## src/rtl/led_ctrl_if.sv

```systemverilog
// led_ctrl_if: CPU bus and LED register signals of the LED sequencer.
// master = bus bridge / LED register side, slave = led_ctrl.
interface led_ctrl_if;
    logic        bus_we;
    logic [1:0]  bus_addr;
    logic [31:0] bus_din;
    logic [31:0] bus_dout;
    logic        led_we;
    logic [31:0] led_din;
    logic [31:0] led_q;

    modport master (
        output bus_we, bus_addr, bus_din, led_q,
        input  bus_dout, led_we, led_din
    );

    modport slave (
        input  bus_we, bus_addr, bus_din, led_q,
        output bus_dout, led_we, led_din
    );
endinterface

```

## src/rtl/led_ctrl.sv

```systemverilog
// led_ctrl: arbitrates the 32-bit LED register between CPU writes and a periodic pattern engine.
// Define LED_CTRL_IRQ_EN to build the step-limit-done interrupt output irq.
module led_ctrl #(
    parameter logic [31:0] DIV_RESET = 32'd25_000_000
) (
    input  logic      clk,
    input  logic      rst,
    led_ctrl_if.slave io
`ifdef LED_CTRL_IRQ_EN
    ,
    output logic      irq
`endif
);
    typedef enum logic [1:0] {
        ST_IDLE  = 2'd0,
        ST_RUN   = 2'd1,
        ST_DEFER = 2'd2,
        ST_DONE  = 2'd3
    } state_t;

    state_t      state_r;
    state_t      state_nx_s;
    logic [31:0] shadow_r;
    logic        led_we_r;
    logic        ctrl_run_r;
    logic [1:0]  ctrl_mode_r;
    logic [7:0]  ctrl_limit_r;
    logic [31:0] period_r;
    logic [31:0] cnt_r;
    logic [7:0]  count_r;
    logic        done_r;

    logic        data_wr_s;
    logic        ctrl_wr_s;
    logic        period_wr_s;
    logic        start_s;
    logic        fire_s;
    logic        dec_s;
    logic        done_set_s;
    logic        busy_s;
    logic [7:0]  count_inc_s;
    logic [31:0] reload_s;
    logic [31:0] dout_s;

    function automatic logic [31:0] step_xform(input logic [1:0] mode, input logic [31:0] v);
        logic [31:0] r;
        case (mode)
            2'b01:   r = ~v;
            2'b10:   r = {v[30:0], v[31]};
            2'b11:   r = {v[0], v[31:1]};
            default: r = v;
        endcase
        return r;
    endfunction

    assign data_wr_s   = io.bus_we && (io.bus_addr == 2'd0);
    assign ctrl_wr_s   = io.bus_we && (io.bus_addr == 2'd1);
    assign period_wr_s = io.bus_we && (io.bus_addr == 2'd2);
    // PERIOD of 0 behaves as 1, so both reload the counter with 0
    assign reload_s    = (period_r == 32'd0) ? 32'd0 : (period_r - 32'd1);
    assign count_inc_s = count_r + 8'd1;
    assign busy_s      = (state_r == ST_RUN) || (state_r == ST_DEFER);

    // Next-state and step decode; a stop request outranks a due step
    always_comb begin
        state_nx_s = state_r;
        start_s    = 1'b0;
        fire_s     = 1'b0;
        dec_s      = 1'b0;
        done_set_s = 1'b0;
        case (state_r)
            ST_IDLE: begin
                if (ctrl_wr_s && io.bus_din[0]) begin
                    state_nx_s = ST_RUN;
                    start_s    = 1'b1;
                end else begin
                    state_nx_s = ST_IDLE;
                end
            end
            ST_RUN: begin
                if (ctrl_wr_s && !io.bus_din[0]) begin
                    state_nx_s = ST_IDLE;
                end else if (cnt_r != 32'd0) begin
                    dec_s = 1'b1;
                end else if (data_wr_s) begin
                    state_nx_s = ST_DEFER;
                end else begin
                    fire_s = 1'b1;
                end
            end
            ST_DEFER: begin
                if (ctrl_wr_s && !io.bus_din[0]) begin
                    state_nx_s = ST_IDLE;
                end else if (data_wr_s) begin
                    state_nx_s = ST_DEFER;
                end else begin
                    fire_s = 1'b1;
                end
            end
            ST_DONE: begin
                if (ctrl_wr_s && io.bus_din[0]) begin
                    state_nx_s = ST_RUN;
                    start_s    = 1'b1;
                end else if (ctrl_wr_s) begin
                    state_nx_s = ST_IDLE;
                end else begin
                    state_nx_s = ST_DONE;
                end
            end
            default: begin
                state_nx_s = ST_IDLE;
            end
        endcase
        if (fire_s && (ctrl_limit_r != 8'd0) && (count_inc_s == ctrl_limit_r)) begin
            state_nx_s = ST_DONE;
            done_set_s = 1'b1;
        end else if (fire_s) begin
            state_nx_s = ST_RUN;
        end else begin
            done_set_s = 1'b0;
        end
    end

    // FSM state register
    always_ff @(posedge clk or negedge rst) begin
        if (!rst) begin
            state_r <= ST_IDLE;
        end else begin
            state_r <= state_nx_s;
        end
    end

    // LED write port; the shadow doubles as led_din since both hold the last issued value
    always_ff @(posedge clk or negedge rst) begin
        if (!rst) begin
            led_we_r <= 1'b0;
            shadow_r <= 32'hFFFF_FFFF;
        end else if (data_wr_s) begin
            led_we_r <= 1'b1;
            shadow_r <= io.bus_din;
        end else if (fire_s && (ctrl_mode_r != 2'b00)) begin
            led_we_r <= 1'b1;
            shadow_r <= step_xform(ctrl_mode_r, shadow_r);
        end else begin
            led_we_r <= 1'b0;
            shadow_r <= shadow_r;
        end
    end

    // Prescaler, step count and done flag
    always_ff @(posedge clk or negedge rst) begin
        if (!rst) begin
            cnt_r   <= 32'd0;
            count_r <= 8'd0;
            done_r  <= 1'b0;
        end else if (start_s) begin
            cnt_r   <= reload_s;
            count_r <= 8'd0;
            done_r  <= 1'b0;
        end else if (fire_s) begin
            cnt_r   <= reload_s;
            count_r <= count_inc_s;
            done_r  <= done_r | done_set_s;
        end else if (dec_s) begin
            cnt_r   <= cnt_r - 32'd1;
        end else begin
            cnt_r   <= cnt_r;
        end
    end

    // CTRL and PERIOD registers; reaching the limit clears run even over a same-cycle CTRL write
    always_ff @(posedge clk or negedge rst) begin
        if (!rst) begin
            ctrl_run_r   <= 1'b0;
            ctrl_mode_r  <= 2'b00;
            ctrl_limit_r <= 8'd0;
            period_r     <= DIV_RESET;
        end else if (ctrl_wr_s) begin
            ctrl_run_r   <= io.bus_din[0] && !done_set_s;
            ctrl_mode_r  <= io.bus_din[2:1];
            ctrl_limit_r <= io.bus_din[15:8];
        end else if (done_set_s) begin
            ctrl_run_r   <= 1'b0;
        end else if (period_wr_s) begin
            period_r     <= io.bus_din;
        end else begin
            ctrl_run_r   <= ctrl_run_r;
        end
    end

`ifdef LED_CTRL_IRQ_EN
    logic irq_r;

    // Done interrupt; setting outranks a same-cycle clear
    always_ff @(posedge clk or negedge rst) begin
        if (!rst) begin
            irq_r <= 1'b0;
        end else if (done_set_s) begin
            irq_r <= 1'b1;
        end else if (ctrl_wr_s && (io.bus_din[3] || io.bus_din[0])) begin
            irq_r <= 1'b0;
        end else begin
            irq_r <= irq_r;
        end
    end

    assign irq = irq_r;
`endif

    // Register readback mux
    always_comb begin
        dout_s = 32'd0;
        case (io.bus_addr)
            2'd0:    dout_s = io.led_q;
            2'd1:    dout_s = {16'd0, ctrl_limit_r, 5'd0, ctrl_mode_r, ctrl_run_r};
            2'd2:    dout_s = period_r;
            2'd3:    dout_s = {16'd0, count_r, 6'd0, done_r, busy_s};
            default: dout_s = 32'd0;
        endcase
    end

    assign io.bus_dout = dout_s;
    assign io.led_we   = led_we_r;
    assign io.led_din  = shadow_r;
endmodule
```

## src/flat_wrapper.sv

```systemverilog
// flat-port wrapper written by rule: the top's interface ports become plain ports
module led_ctrl_flat 
#(
    parameter logic [31:0] DIV_RESET = 32'd25_000_000
)
  (clk, rst, io_bus_we, io_bus_addr, io_bus_din, io_led_q, io_bus_dout, io_led_we, io_led_din);
  led_ctrl_if io_i ();
  input  logic clk;
  input  logic rst;
  input wire logic [$bits(io_i.bus_we)-1:0] io_bus_we;
  input wire logic [$bits(io_i.bus_addr)-1:0] io_bus_addr;
  input wire logic [$bits(io_i.bus_din)-1:0] io_bus_din;
  input wire logic [$bits(io_i.led_q)-1:0] io_led_q;
  output wire logic [$bits(io_i.bus_dout)-1:0] io_bus_dout;
  output wire logic [$bits(io_i.led_we)-1:0] io_led_we;
  output wire logic [$bits(io_i.led_din)-1:0] io_led_din;
  assign io_i.bus_we = io_bus_we;
  assign io_i.bus_addr = io_bus_addr;
  assign io_i.bus_din = io_bus_din;
  assign io_i.led_q = io_led_q;
  assign io_bus_dout = io_i.bus_dout;
  assign io_led_we = io_i.led_we;
  assign io_led_din = io_i.led_din;
  led_ctrl #(.DIV_RESET(DIV_RESET)) u_core (.clk(clk), .rst(rst), .io(io_i));
endmodule
```

## config.mk

```make
export PLATFORM = sky130hd
export DESIGN_NAME = led_ctrl_flat
export DESIGN_NICKNAME = d
export VERILOG_FILES = /design/src/rtl/led_ctrl_if.sv /design/src/rtl/led_ctrl.sv /design/src/flat_wrapper.sv
export SDC_FILE = /design/constraint.sdc
export NUM_CORES = 1
export LEC_CHECK = 0
export ABC_AREA = 1
export CORE_MARGIN = 2
export CORE_UTILIZATION = 60
export DETAILED_ROUTE_END_ITERATION = 8
export GPL_ROUTABILITY_DRIVEN = 0
export PLACE_DENSITY_LB_ADDON = 0.1
export SLEW_MARGIN = 10
export SYNTH_ARGS = -nofsm -noshare
export SYNTH_HDL_FRONTEND = slang
export SYNTH_SLANG_ARGS = --single-unit
```

## constraint.sdc

```tcl
create_clock -name clk -period 2.9 [get_ports clk]
set_clock_uncertainty 0.15 [all_clocks]
set_input_delay 0.58 -clock clk [delete_from_list [all_inputs] [get_ports clk]]
set_output_delay 0.58 -clock clk [all_outputs]
set_load 0.005 [all_outputs]
```

# After elaboration in Yosys (flattened, before gate mapping)
# Index checks and enable logic that the tools add are counted.
# op_classes
add_sub_neg	3
eq_ne	11
muxes	37
n_bitwise	4
n_reduce_logical	26
# ops
cell	count
32-bit two-way mux	6
32-bit case mux with 4 select lines	1
32-bit case mux with 3 select lines	1
32-bit by 1-bit subtractor with 32-bit output (second input constant)	2
32-bit zero test	1
32-bit NOT	1
32-bit nonzero test	1
1-bit two-way mux	17
2-bit two-way mux	8
8-bit two-way mux	2
2-bit equality test (second input constant)	6
1-bit logical AND	9
8-bit by 1-bit adder with 8-bit output (second input constant)	1
8-bit equality test	1
2-bit case mux with 4 select lines	1
2-bit nonzero test	4
8-bit nonzero test	1
2-bit by 1-bit equality test with 1-bit output (second input constant)	3
5-bit by 4-bit inequality test with 1-bit output (second input constant)	1
2-bit zero test	2
4-bit nonzero test	1
3-bit AND reduction	1
3-bit nonzero test	1
1-bit zero test	2
6 further kinds	7
# totals
register_bits	119
input_bits	69
word_cells	91

# Logic depth before layout (Yosys ltp)
# depth
ltp_word	12
depth_mapped	15
depth_no_buf	14

# Least setup slack after synthesis
# OpenSTA, ideal clock, no wires.
# synth_path
path_kind	input-to-reg
startpoint	input io_bus_addr[1]
endpoint	register u_core.cnt_r[4]
setup_time_ns	0.116
arrival_time_ns	1.799
required_time_ns	2.634
slack_ns	0.835
stages	15
n_path_buf	1
cell_sequence	inv_1 > nand2_2 > nor2_4 > inv_2 > nor2_2 > nor2_2 > nand2_4 > inv_2 > nand2_4 > nand2_4 > inv_2 > buf_4 > nand2_1 > nand2_1 > nand2_1
# synth_via
elab_chain_len	8
elab_cells_between_ends	18
# synth_rtl
item	line	source
from (decl)	flat_wrapper.sv:11	input wire logic [$bits(io_i.bus_addr)-1:0] io_bus_addr;
2-bit zero test	led_ctrl.sv:56	assign data_wr_s = io.bus_we && (io.bus_addr == 2'd0);
1-bit logical AND	led_ctrl.sv:56	
1-bit two-way mux	led_ctrl.sv:85, led_ctrl.sv:94	
1-bit two-way mux	led_ctrl.sv:83	end else if (cnt_r != 32'd0) begin
1-bit two-way mux	led_ctrl.sv:81	if (ctrl_wr_s && !io.bus_din[0]) begin
1-bit case mux with 2 select lines	led_ctrl.sv:71	case (state_r)
32-bit two-way mux	led_ctrl.sv:160	end else if (fire_s) begin
32-bit two-way mux	led_ctrl.sv:156	end else if (start_s) begin
to (signal assigned)	led_ctrl.sv:157	cnt_r <= reload_s;
to (signal assigned)	led_ctrl.sv:161	cnt_r <= reload_s;
to (signal assigned)	led_ctrl.sv:165	cnt_r <= cnt_r - 32'd1;
to (decl)	led_ctrl.sv:29	logic [31:0] cnt_r;
# Several ways; a longest one is shown, not always the timed one.
# A chain may end at the register's enable or synchronous reset.

# Final worst setup path
# layout_path
startpoint	input io_bus_addr[0]
endpoint	output io_bus_dout[10]
# layout_via
elab_chain_len	2
elab_cells_between_ends	5
# layout_rtl
item	line	source
2-bit equality test (tied with other cells)	led_ctrl.sv:213	case (io.bus_addr)
32-bit case mux with 4 select lines *	led_ctrl.sv:213	
to (decl)	flat_wrapper.sv:14	output wire logic [$bits(io_i.bus_dout)-1:0] io_bus_dout;
# Every way passes the cells marked *; elsewhere a longest branch is shown, timed or not.

==> results.md <==
| Group | Result | Value |
|:---|:---|:---|
| power | Portion of total power attributed to combinational logic | 46.3% |
| sta | Count of final max-slew check failures | 0 |
| power | Switching component of the power | 4.22 mW |
| yosys | Synthesized Nets | 1,459 |
| power | Clock network power share | 23.0% |
| finish | Count of antenna diodes in the layout | 0 |
| route | Detailed-router iteration count before antenna repair | 5 |
| power | Flop pwr share | 30.7% |
| worst setup path | Cell breakdown of the critical path | dlygate4sd2_1 -> nor2_4 -> bufbuf_16 -> nand2_1 -> o2111ai_1 -> clkdlybuf4s50_1 |
| sta | Final worst hold slack | -0.00761 ns |
| worst setup path | Critical path's largest stage delay | 0.53 ns |
| route | Via density | 5.66 |
| worst setup path | Worst setup path startpoint | io_bus_addr[0] |
| global route | Initial antenna violation count | 0 |
| route | Number of design-rule violations left by the first detailed-router iteration | 1,131 |
| route | Vias after detailed routing | 9,696 |
| yosys | Main synth FF type | sky130_fd_sc_hd__dfrtp_1 |
| floorplanning | Die area | 15,600 µm² |
| finish | Area growth syn-to-layout | 27.4% |
| worst hold path | Worst Hold Class | input pin to async pin |
| clock tree | Maximum clock insertion buffer count | 2 |
| power | Pwr per Cell Area | 905 nW/µm² |
| floorplanning | Placeable Area | 14,400 µm² |
| clock tree | H-tree lvl count | 4 |
| worst setup path | Startpoint class of the critical path | input pin |
| yosys | Register area share after synthesis | 34.5% |
| yosys | Yosys cell types | 39 |
| worst setup path | Worst path bufs/invs | 3 |
| finish | # nets final | 1,598 |
| finish | Layout cell share with drive strength beyond 1 | 9.94% |
| global route | Total congestion overflow after global routing | 0 |
| power | Leak | 5.47 nW |
| sta | Post-layout minimum cycle time | 2.81 ns |
| worst setup path | Type of the worst setup path | input pin to primary output |
| route | Remaining antenna violation count after routing | 0 |
| flow run | Maxcap violations | 0 |
| yosys | Number of warnings printed during yosys synthesis | 0 |
| worst setup path | Critical-path maximum fanout | 11 |
| clock tree | Count of buffers added by post-CTS timing repair for setup | 0 |
| global route | Overall routing resource usage | 35.2% |
| sta | Setup violation total in the final timing report | 0 |
| yosys | Post-synth ARST share | 100% |
| floorplanning | Boundary pin count | 134 |
| sta | Max Clk Rate | 356 MHz |
| sta | Unrepaired setup endpoints after global routing | false |
| worst setup path | Worst Path Required | 2.17 ns |
| clock tree | Clock tree from TritonCTS | built |
| worst setup path | Category of cells accounting for the largest share of critical-path delay | buffers and inverters |
| yosys | FF+latch count, synth | 119 |
| route | Average routed wire per standard cell | 16.0 µm |
| yosys | Mapped cell area | 8780 µm² |
| clock tree | Cell chosen for the clock root | sky130_fd_sc_hd__clkbuf_16 |
| floorplanning | Initial core utilization | 60.9% |
| route | Routed WL | 27,400 µm |
| sta | Transition time of the tightest slew-check pin | 0.542 ns |
| clock tree | Cts hold-fix bufs | 0 |
| clock tree | Count of clock tree sinks | 119 |
| placement | Dpl hpwl | 19,500 µm |
| floorplanning | Standard-cell row count | 44 |
| placement | Number of I/O port buffers | 133 |
| power | Switching share of total power | 41.6% |
| power | Cell internal pwr | 5.91 mW |
| global route | Vias in the first global route | 9,196 |
| power | Worst IR drop on VDD | 0.704 mV |
| finish | Final cell utilization of the core | 77.6% |
| worst setup path | Worst R2R Start | u_core.cnt_r[0] |
| global route | First-pass GRT wire length | 44,800 µm |
| sta | Slew HR | 63.9% |
| worst setup path | Data arrival time of the critical path | 2.08 ns |
| sta | Endpoints failing hold | 9 |
| global route | Maximum number of pins on one net before global-route repair | 48 |
| sta | Post-route fraction of the period consumed by the critical path | 96.7% |
| run status | Failing checks | negative hold slack |
| placement | Number of placed instances with taps included | 1,681 |
| route | Post-route DRC violation count | 0 |
| run status | Outcome | finished, violations left |
| clock tree | Total clock buffers created by CTS | 17 |
| clock tree | Worst skew pair latency | 0.42 ns |
| worst setup path | Sort of element at the end of the critical path | primary output |
| worst setup path | Crit path max-delay cell type | sky130_fd_sc_hd__clkdlybuf4s50_1 |
| clock tree | Register clock-pin slew on the reported worst setup and hold paths | 0.05 ns |
| yosys | Count of flip-flops with a built-in enable after synthesis | 0 |
| sta | Total negative setup slack | 0 ns |
| yosys | Count of mapped cells out of synthesis | 1,378 |
| yosys | Average instance area after synthesis | 6.37 µm² |
| floorplanning | Width of the die | 125 µm |
| floorplanning | Y dimension of the die | 125 µm |
| finish | Non-Filler Instances | 1,713 |
## worst register-to-register path, cell delays in order (launching register included)
cell	delay (ns)
sky130_fd_sc_hd__dfrtp_1	0.37
sky130_fd_sc_hd__inv_1	0.15
sky130_fd_sc_hd__ha_1	0.22
sky130_fd_sc_hd__nand2_1	0.06
sky130_fd_sc_hd__nor2_1	0.10
sky130_fd_sc_hd__nand3_1	0.08
sky130_fd_sc_hd__nor2_1	0.20
sky130_fd_sc_hd__nand2_2	0.13
sky130_fd_sc_hd__nand2_4	0.11
sky130_fd_sc_hd__nand2_4	0.12
sky130_fd_sc_hd__nand2_4	0.16
sky130_fd_sc_hd__buf_4	0.19
sky130_fd_sc_hd__nand2_1	0.12
sky130_fd_sc_hd__nand2_1	0.09
sky130_fd_sc_hd__nand2_1	0.06
sky130_fd_sc_hd__nand2_1	0.07
## cells by family after synthesis
logic type,count (synthesis),share of synthesized area (%)
AOI/OAI and AO/OA,157,10.5
xor gates and xnor gates,37,3.69
adders and majority gates,12,1.71
buffers and inverters,192,9.00
DFF,119,34.5
and+or+nand+nor,861,40.6
## registers in the layout (all words and copies together) (netlist names)
register / cells
u_core.cnt_r: 32
u_core.count_r: 8
u_core.ctrl_limit_r: 8
u_core.ctrl_mode_r: 2
u_core.ctrl_run_r: 1
u_core.done_r: 1
u_core.io.led_din: 32
u_core.io.led_we: 1
u_core.period_r: 32
u_core.state_r: 2
## metal layers
layer	share of wire, %	wire [µm]	track usage (%)	up-vias
met2	47	12900	56.7	511
met5	0	0	0	-
met4	2.7	731	12.3	0
met1	42	11400	47.7	4444
li1	-	-	-	4667
met3	8.7	2390	6.76	74
## timing repair
action                     4_1_cts  5_1_grt
hold endpoints to repair         0        0
setup endpoints to repair       32        0
resized for setup               21        0
## power groups by stage
stage | registers, mW | clock network [mW] | logic (mW)
after global routing | 3.18 | 2.42 | 5.23
after CTS | 3.08 | 2.34 | 4.63
after detailed placement | 3.07 | 0 | 4.55
final | 3.11 | 2.33 | 4.69
after global placement | 3.07 | 0 | 4.44
after floorplan | 2.91 | 0 | 3.05
## per-stage QoR
stage	cell area (µm²)	hold WS [ns]	setup slack, ns	total power [mW]
after floorplan	8780	0.134	0.835	5.97
after global placement	10500	0.313	-0.0693	7.51
after detailed placement	10500	0.320	-0.113	7.62
after CTS	11200	0.000854	0.110	10.0
after global routing	11200	0.0158	0.0392	10.8
final	11200	-0.00761	0.0947	10.1
## placed cells by master (no fill, tap or decap), drive strengths merged, types with 5 or more instances in the layout
cell type      count
a21oi              7
buf               41
bufinv             5
clkbuf            22
clkdlybuf4s50    115
dfrtp             75
dfstp             44
dlygate4sd2       17
ha                12
inv              137
nand2            524
nand3            125
nand3b             8
nand4             13
nor2             176
nor3              10
o2111ai           10
o21ai             98
o22ai             36
xnor2              6
xor2              31
## worst paths after layout
path,to,cells after the start,slack (ns)
max,io_bus_dout[10],6,0.09
min,u_core.ctrl_limit_r[2],1,-0.008
max reg2reg,u_core.cnt_r[31],15,0.45
min reg2reg,u_core.io.led_din[13],2,0.33
max in group asynchronous,u_core.io.led_din[22],2,1.90
min in group clk,u_core.io.led_din[13],2,0.33
## area by class of cell
class | instances | area, µm²
well taps | 184 | 230
flip-flops and latches | 119 | 3030
multi-input cells | 1067 | 4970
clock inverters | 9 | 173
repair buffers | 174 | 1790
inverters | 138 | 519
fillers | 1100 | 3230
clock buffers | 22 | 474
## synthesized netlist by cell type (all sizes together) (8+ instances only)
cell     count  area (µm²)
nand3      125         648
inv        137         514
o2111ai     10        87.6
dfstp       44        1160
nand2      524        2010
clkbuf      29         109
dfrtp       75        1880
ha          12         150
xor2        31         272
o22ai       36         225
nor2       176         688
buf         25         164
o21ai       98         502
nor3        10        50.1
nand3b       8        60.1
nand4       13        81.3
Note: power is estimated with default switching activity, not from simulation.
